### config.mk
export PLATFORM = sky130hd
export DESIGN_NAME = refi_agu
export DESIGN_NICKNAME = d
export VERILOG_FILES = /design/src/rtl/top_consts_types_package.sv /design/src/rtl/refi_agu_pkg.sv /design/src/rtl/refi_agu_dly_cnt.sv /design/src/rtl/refi_agu.sv
export SDC_FILE = /design/constraint.sdc
export NUM_CORES = 1
export LEC_CHECK = 0
export CAP_MARGIN = 30
export CELL_PAD_IN_SITES_DETAIL_PLACEMENT = 2
export CELL_PAD_IN_SITES_GLOBAL_PLACEMENT = 2
export CORE_MARGIN = 5
export CORE_UTILIZATION = 30
export CTS_CLUSTER_SIZE = 30
export DETAILED_ROUTE_END_ITERATION = 12
export GPL_TIMING_DRIVEN = 0
export HOLD_SLACK_MARGIN = 0.12
export PLACE_DENSITY = 0.82
export SKIP_CTS_REPAIR_TIMING = 1
export SLEW_MARGIN = 20
export SYNTH_ARGS = -nofsm -noshare
export SYNTH_HDL_FRONTEND = slang
export SYNTH_SLANG_ARGS = --single-unit
### constraint.sdc
create_clock -name clk -period 3.5 [get_ports clk]
set_input_delay 0.525 -clock clk [delete_from_list [all_inputs] [get_ports clk]]
set_output_delay 0.525 -clock clk [all_outputs]
set_load 0.01 [all_outputs]
### src/rtl/top_consts_types_package.sv
// Project-wide register-file and REFI instruction field constants.
// Shared by the address generators and their wrappers.
// No logic; constants only.
package top_consts_types_package;
   localparam int RF_ADDR_WIDTH    = 6;
   localparam int RF_DEPTH         = 64;
   localparam int REFI_FIELD_WIDTH = 6;
endpackage

### src/rtl/refi_agu_pkg.sv
// REFI address generator shared types: FSM state enum and default widths.
// Defaults track the project register-file and REFI field constants.
// No logic; types and constants only.
package refi_agu_pkg;
   import top_consts_types_package::*;

   localparam int DEF_ADDR_WIDTH = RF_ADDR_WIDTH;
   localparam int DEF_CNT_WIDTH  = REFI_FIELD_WIDTH;
   localparam int DEF_RF_DEPTH   = RF_DEPTH;

   typedef enum logic [1:0] {
      IDLE     = 2'd0,
      INIT_DLY = 2'd1,
      ISSUE    = 2'd2,
      MID_DLY  = 2'd3
   } refi_state_t;
endpackage

### src/rtl/refi_agu_dly_cnt.sv
// Loadable down-counter used for both the initial and the middle delay.
// Latency: load takes effect next cycle; expire is high while the count is 1.
// No backpressure; counts down to zero and stops there.
module refi_agu_dly_cnt #(
   parameter int W = 6
) (
   input  logic         clk,
   input  logic         rst,
   input  logic         load,
   input  logic [W-1:0] load_val,
   output logic         expire
);

   logic [W-1:0] cnt_q;

   // Load a new delay or count the current one down to zero.
   always_ff @(posedge clk or posedge rst) begin
      if (rst)
         cnt_q <= '0;
      else if (load)
         cnt_q <= load_val;
      else if (cnt_q != '0)
         cnt_q <= cnt_q - W'(1);
   end

   assign expire = (cnt_q == W'(1));

endmodule

### src/rtl/refi_agu.sv
// REFI address generator: strided address sequences with init/middle delays and repeats.
// Latency: first address init_delay+1 cycles after accept; one address per ISSUE cycle.
// Accepts only in IDLE (instr_ready); abort cancels next cycle. Optional REFI_AGU_BOUNDS_CHECK_EN adds addr_oob.
module refi_agu
   import refi_agu_pkg::*;
#(
   parameter int ADDR_WIDTH = DEF_ADDR_WIDTH,
   parameter int CNT_WIDTH  = DEF_CNT_WIDTH,
   parameter int RF_DEPTH   = DEF_RF_DEPTH
) (
   input  logic                  clk,
   input  logic                  rst,
   input  logic                  instr_valid,
   output logic                  instr_ready,
   input  logic [ADDR_WIDTH-1:0] start_addr,
   input  logic [CNT_WIDTH-1:0]  nr_addrs,
   input  logic [CNT_WIDTH-1:0]  step,
   input  logic                  step_sign,
   input  logic [CNT_WIDTH-1:0]  init_delay,
   input  logic [CNT_WIDTH-1:0]  middle_delay,
   input  logic [CNT_WIDTH-1:0]  num_rept,
   input  logic [ADDR_WIDTH-1:0] rep_step,
   input  logic                  abort,
   output logic [ADDR_WIDTH-1:0] addr_out,
   output logic                  addr_valid,
`ifdef REFI_AGU_BOUNDS_CHECK_EN
   output logic                  addr_oob,
`endif
   output logic                  busy,
   output logic                  done
);

   // Unwrapped offsets are kept wide and signed so out-of-range addresses remain visible.
   localparam int OW = ADDR_WIDTH + CNT_WIDTH + 1;

   refi_state_t state_q, state_d;

   logic [ADDR_WIDTH-1:0] base_q, base_d, addr_q, next_addr, rep_step_q;
   logic signed [OW-1:0]  off_q, off_d, step_ext;
   logic [CNT_WIDTH-1:0]  idx_q, idx_d, rep_q, rep_d;
   logic [CNT_WIDTH-1:0]  nr_q, step_q, mid_q, rept_q, cnt_val;
   logic                  sign_q, cnt_load, cnt_expire, done_c;
   logic                  accept, last_addr, last_rep;

   assign accept    = instr_valid && (state_q == IDLE) && !abort;
   assign last_addr = (idx_q == nr_q);
   assign last_rep  = (rep_q == rept_q);
   assign step_ext  = $signed({{(OW-CNT_WIDTH){1'b0}}, step_q});

   refi_agu_dly_cnt #(.W(CNT_WIDTH)) u_dly_cnt (
      .clk      (clk),
      .rst      (rst),
      .load     (cnt_load),
      .load_val (cnt_val),
      .expire   (cnt_expire)
   );

   // Next-state, iteration bookkeeping and delay-counter loads.
   always_comb begin
      state_d  = state_q;
      base_d   = base_q;
      off_d    = off_q;
      idx_d    = idx_q;
      rep_d    = rep_q;
      cnt_load = 1'b0;
      cnt_val  = '0;
      done_c   = 1'b0;
      case (state_q)
         IDLE: begin
            if (accept) begin
               base_d = start_addr;
               off_d  = '0;
               idx_d  = '0;
               rep_d  = '0;
               if (init_delay != '0) begin
                  state_d  = INIT_DLY;
                  cnt_load = 1'b1;
                  cnt_val  = init_delay;
               end else begin
                  state_d = ISSUE;
               end
            end
         end
         INIT_DLY, MID_DLY: begin
            if (abort)
               state_d = IDLE;
            else if (cnt_expire)
               state_d = ISSUE;
         end
         ISSUE: begin
            done_c = last_addr && last_rep;
            if (abort || (last_addr && last_rep)) begin
               state_d = IDLE;
            end else if (last_addr) begin
               // New iteration follows immediately, no middle delay.
               base_d = base_q + rep_step_q;
               off_d  = '0;
               idx_d  = '0;
               rep_d  = rep_q + CNT_WIDTH'(1);
            end else begin
               idx_d = idx_q + CNT_WIDTH'(1);
               off_d = sign_q ? (off_q - step_ext) : (off_q + step_ext);
               if (mid_q != '0) begin
                  state_d  = MID_DLY;
                  cnt_load = 1'b1;
                  cnt_val  = mid_q;
               end
            end
         end
         default: state_d = IDLE;
      endcase
   end

   assign next_addr = base_d + off_d[ADDR_WIDTH-1:0];

   // State, iteration counters and the address register (loaded only when an address issues).
   always_ff @(posedge clk or posedge rst) begin
      if (rst) begin
         state_q <= IDLE;
         base_q  <= '0;
         off_q   <= '0;
         idx_q   <= '0;
         rep_q   <= '0;
         addr_q  <= '0;
      end else begin
         state_q <= state_d;
         base_q  <= base_d;
         off_q   <= off_d;
         idx_q   <= idx_d;
         rep_q   <= rep_d;
         if (state_d == ISSUE)
            addr_q <= next_addr;
      end
   end

   // Instruction fields captured on accept.
   always_ff @(posedge clk or posedge rst) begin
      if (rst) begin
         nr_q       <= '0;
         step_q     <= '0;
         sign_q     <= 1'b0;
         mid_q      <= '0;
         rept_q     <= '0;
         rep_step_q <= '0;
      end else if (accept) begin
         nr_q       <= nr_addrs;
         step_q     <= step;
         sign_q     <= step_sign;
         mid_q      <= middle_delay;
         rept_q     <= num_rept;
         rep_step_q <= rep_step;
      end
   end

`ifdef REFI_AGU_BOUNDS_CHECK_EN
   localparam logic signed [OW-1:0] DEPTH_S = OW'(RF_DEPTH);

   logic signed [OW-1:0] unw_d;
   logic                 oob_q;

   assign unw_d = $signed({{(OW-ADDR_WIDTH){1'b0}}, base_d}) + off_d;

   // Range flag captured alongside the address it describes.
   always_ff @(posedge clk or posedge rst) begin
      if (rst)
         oob_q <= 1'b0;
      else if (state_d == ISSUE)
         oob_q <= unw_d[OW-1] || (unw_d >= DEPTH_S);
   end

   assign addr_oob = (state_q == ISSUE) && oob_q;
`endif

   assign addr_out    = addr_q;
   assign addr_valid  = (state_q == ISSUE);
   assign done        = done_c;
   assign busy        = (state_q != IDLE);
   assign instr_ready = (state_q == IDLE);

endmodule

==> flow_metrics.py <==
metrics = {
    "placement": {
        "placement.setup.worst_slack_ps": -1170,
        "numPortBuffers": 56,
        "hpwlAfterDp_um": 9230,
        "dp.cells": 658,
        "global_placement_routability_congestion": 0.797,
        "postPlaceCellArea_um2": 4710,
    },
    "route": {
        "detail_route.wl_per_cell_um": 19.8,
        "route.final.wire_length_um": 13900,
        "route.detailed.drc": 0,
        "detailroute.via_count": 3528,
        "dr.pass1.iters": 4,
        "drtIter0Drc": 154,
        "vias_per_cell": 5.03,
        "antenna_left": 0,
    },
    "final_layout": {
        "mostFrequentLayoutCells": "sky130_fd_sc_hd__nand2_1 (104), sky130_fd_sc_hd__dfrtp_1 (67), sky130_fd_sc_hd__clkdlybuf4s50_1 (56), sky130_fd_sc_hd__nor2_1 (31), sky130_fd_sc_hd__buf_4 (29)",
        "multi_input_comb_area_um2": 2270,
        "final_core_utilization": 0.433,
        "drive_gt1_frac": 0.185,
        "final_cell_area_um2": 5480,
        "ff_latch_area_um2": 1730,
        "antennaDiodeCount": 0,
        "layout_commonest_cell": "sky130_fd_sc_hd__nand2_1",
        "n_fill_cell": 1392,
        "finish.cell_count_without_fillers": 702,
        "area_growth_pct": 40.2,
        "numnets_final": 595,
    },
    "cts": {
        "insertion_delay_to_the_later_sink_of_the_worst_skew_pair_ps": 350,
        "cts_made_buffers": 9,
        "clk_path_buf_depth": 2,
        "cts_tree": "built",
        "cts_htree_levels": 3,
        "worst_setup_hold_path_clk_slew_ps": 60,
        "cts_root_buf": "sky130_fd_sc_hd__clkbuf_16",
        "clock_sink_count": 69,
    },
    "yosys": {
        "yosysSeqAreaShare": 0.442,
        "netlist_area_um2": 3910,
        "post_synth_top_flop": "sky130_fd_sc_hd__dfrtp_1",
        "synth_nets": 499,
        "syn_inst": 429,
        "synth.ff_latch_count": 69,
        "area_share_of_the_largest_cell_type_after_synthesis": 0.442,
        "asyncSetResetFlopFracSynth": 1.00,
        "syn_avg_cell_area_um2": 9.11,
        "post_synth_main_area_contributors": "sky130_fd_sc_hd__dfrtp_1 (44%), sky130_fd_sc_hd__nand2_1 (10%), sky130_fd_sc_hd__ha_1 (6.4%), sky130_fd_sc_hd__xnor2_1 (4.9%), sky130_fd_sc_hd__nor2_1 (3.3%)",
        "synth.largest_area_cell": "sky130_fd_sc_hd__dfrtp_1",
        "synth-warning-count": 0,
        "synth-edff-count": 0,
        "synthDistinctLibCells": 53,
    },
    "critical_path": {
        "worst_setup_path_start_kind": "register",
        "crit_chain": "xnor2_1, nand4_1, or2_0, buf_4, or3_4, nand2_2, a21oi_2, nor2_2, ha_4, o21ai_2, o21bai_1, a21o_1, buf_6, o32ai_4, nor3_2, o31ai_2",
        "timing.setup.critical_path_class": "register to register",
        "slowest_delay_ps": 440,
        "path_delay_family": "simple AND/OR/NAND/NOR gates",
        "standard_cell_with_the_maximum_stage_delay_on_the_critical_path": "sky130_fd_sc_hd__dfrtp_1",
        "worst_setup_path_end_kind": "register",
        "worstPathArrival_ps": 3790,
        "required_worst_endpoint_ps": 3750,
        "critical_path_peak_fanout": 6,
        "total_buffers_and_inverters_traversed_by_the_critical_path": 2,
    },
    "die": {
        "initial_utilization": 0.308,
        "placementRows": 41,
        "core_area_um2": 12700,
        "ios": 57,
        "die-area_um2": 15400,
        "fp.dieH_um": 124,
        "fp.dieW_um": 124,
    },
    "sta": {
        "max-slew-margin-rel": 0.494,
        "setup_ws_ps": -34.6,
        "tightest_slew_ps": 751,
        "fmax_ghz": 0.283,
        "rsz0062_at_grt": "yes",
        "slew_viol_final": 0,
        "final-setup-viol-count": 1,
        "period_minus_slack_ps": 3530,
        "finalHoldWorstSlack_ps": 478,
        "finalSetupTns_ps": -34.6,
        "post-route-period-util": 1.01,
        "hold_viol": 0,
        "worst_clock_skew_ps": 8.22,
    },
    "grt": {
        "first_global_vias": 3916,
        "grt_pass1_wl_um": 20100,
        "globalRoute.totalOverflow": 0,
        "grt_antenna_before_repair": 0,
        "gr-usage-all-layers": 0.173,
        "grt_start_max_net_pins": 52,
    },
    "flow_run": {
        "max_cap_viol_count": 0,
    },
    "status": {
        "run_status": "finished with violations",
        "failing_checks": "setup timing",
    },
    "worst_hold_path": {
        "holdCritPathClass": "primary input to asynchronous set/reset pin",
    },
    "pwr": {
        "leak_pwr_nw": 2.47,
        "power_mw": 3.98,
        "irDropWorstVdd_uv": 289,
        "powerDensity_nw_per_um2": 726,
    },
}
[cell type report]
type / instances / area share
plain buffers: 12 / 0.0116
repair buffers: 86 / 0.148
flip-flops and latches: 69 / 0.316
well taps: 172 / 0.0393
clock inverters: 4 / 0.0128
multi-input cells: 331 / 0.414
inverters: 16 / 0.0121
clock buffers: 12 / 0.0468
[cell usage after synthesis, drive strengths merged (7+ instances only)]
| library cell | count |
|---|---|
| a21o | 7 |
| a21oi | 17 |
| a22oi | 7 |
| clkbuf | 8 |
| dfrtp | 69 |
| ha | 20 |
| inv | 15 |
| nand2 | 107 |
| nand4 | 8 |
| nor2 | 35 |
| nor3 | 10 |
| o21ai | 21 |
| xnor2 | 22 |
| xor2 | 13 |
[state kept, by name, indices dropped and copies added (netlist names)]
register,count
addr_out,6
base_q,6
idx_q,6
mid_q,6
nr_q,6
off_q,6
rep_q,6
rep_step_q,6
rept_q,6
step_q,6
u_dly_cnt.cnt_q,6
state_q,2
sign_q,1
[worst register-to-register path, stage by stage (launching register included)]
cell	delay, ps
sky130_fd_sc_hd__dfrtp_1	440
sky130_fd_sc_hd__xnor2_1	190
sky130_fd_sc_hd__nand4_1	190
sky130_fd_sc_hd__or2_0	290
sky130_fd_sc_hd__buf_4	170
sky130_fd_sc_hd__or3_4	410
sky130_fd_sc_hd__nand2_2	100
sky130_fd_sc_hd__a21oi_2	70
sky130_fd_sc_hd__nor2_2	210
sky130_fd_sc_hd__ha_4	250
sky130_fd_sc_hd__o21ai_2	150
sky130_fd_sc_hd__o21bai_1	90
sky130_fd_sc_hd__a21o_1	200
sky130_fd_sc_hd__buf_6	130
sky130_fd_sc_hd__o32ai_4	280
sky130_fd_sc_hd__nor3_2	80
sky130_fd_sc_hd__o31ai_2	180
[worst paths after layout]
| kind | start | to | slack (ps) | depth (start not counted) |
|---|---|---|---|---|
| max in group asynchronous | rst | idx_q[0] | 2460 | 3 |
| max | idx_q[1] | addr_out[5] | -30 | 16 |
| max reg2reg | idx_q[1] | addr_out[5] | -30 | 16 |
| min in group clk | rep_step_q[2] | rep_step_q[2] | 490 | 2 |
| min reg2reg | rep_step_q[2] | rep_step_q[2] | 490 | 2 |
| min | rst | step_q[4] | 480 | 2 |
[report_power, final]
group / internal [mW] / total (mW) / switching, mW
Clock: 0.660 / 1.02 / 0.361
Combinational: 0.807 / 1.72 / 0.915
Sequential: 1.02 / 1.23 / 0.212
Total: 2.49 / 3.98 / 1.49
[per-layer routing]
metal | vias to the layer above | GRT usage | wire, µm
li1 | 1655 | - | -
met5 | - | 0 | 0
met1 | 1777 | 0.195 | 5650
met4 | 0 | 0.0575 | 370
met3 | 30 | 0.0513 | 467
met2 | 66 | 0.313 | 7420
[logic make-up after synthesis]
kind of cell	after synthesis	share of synthesized area
AND/OR/NAND/NOR	183	0.201
AO/OA/AOI/OAI	82	0.148
flip-flops	69	0.442
XOR/XNOR	35	0.0784
buffers and inverters	29	0.0291
adder cells (fa/ha/maj)	23	0.0794
multiplexers	8	0.0221
Note: power is estimated with default switching activity, not from simulation.
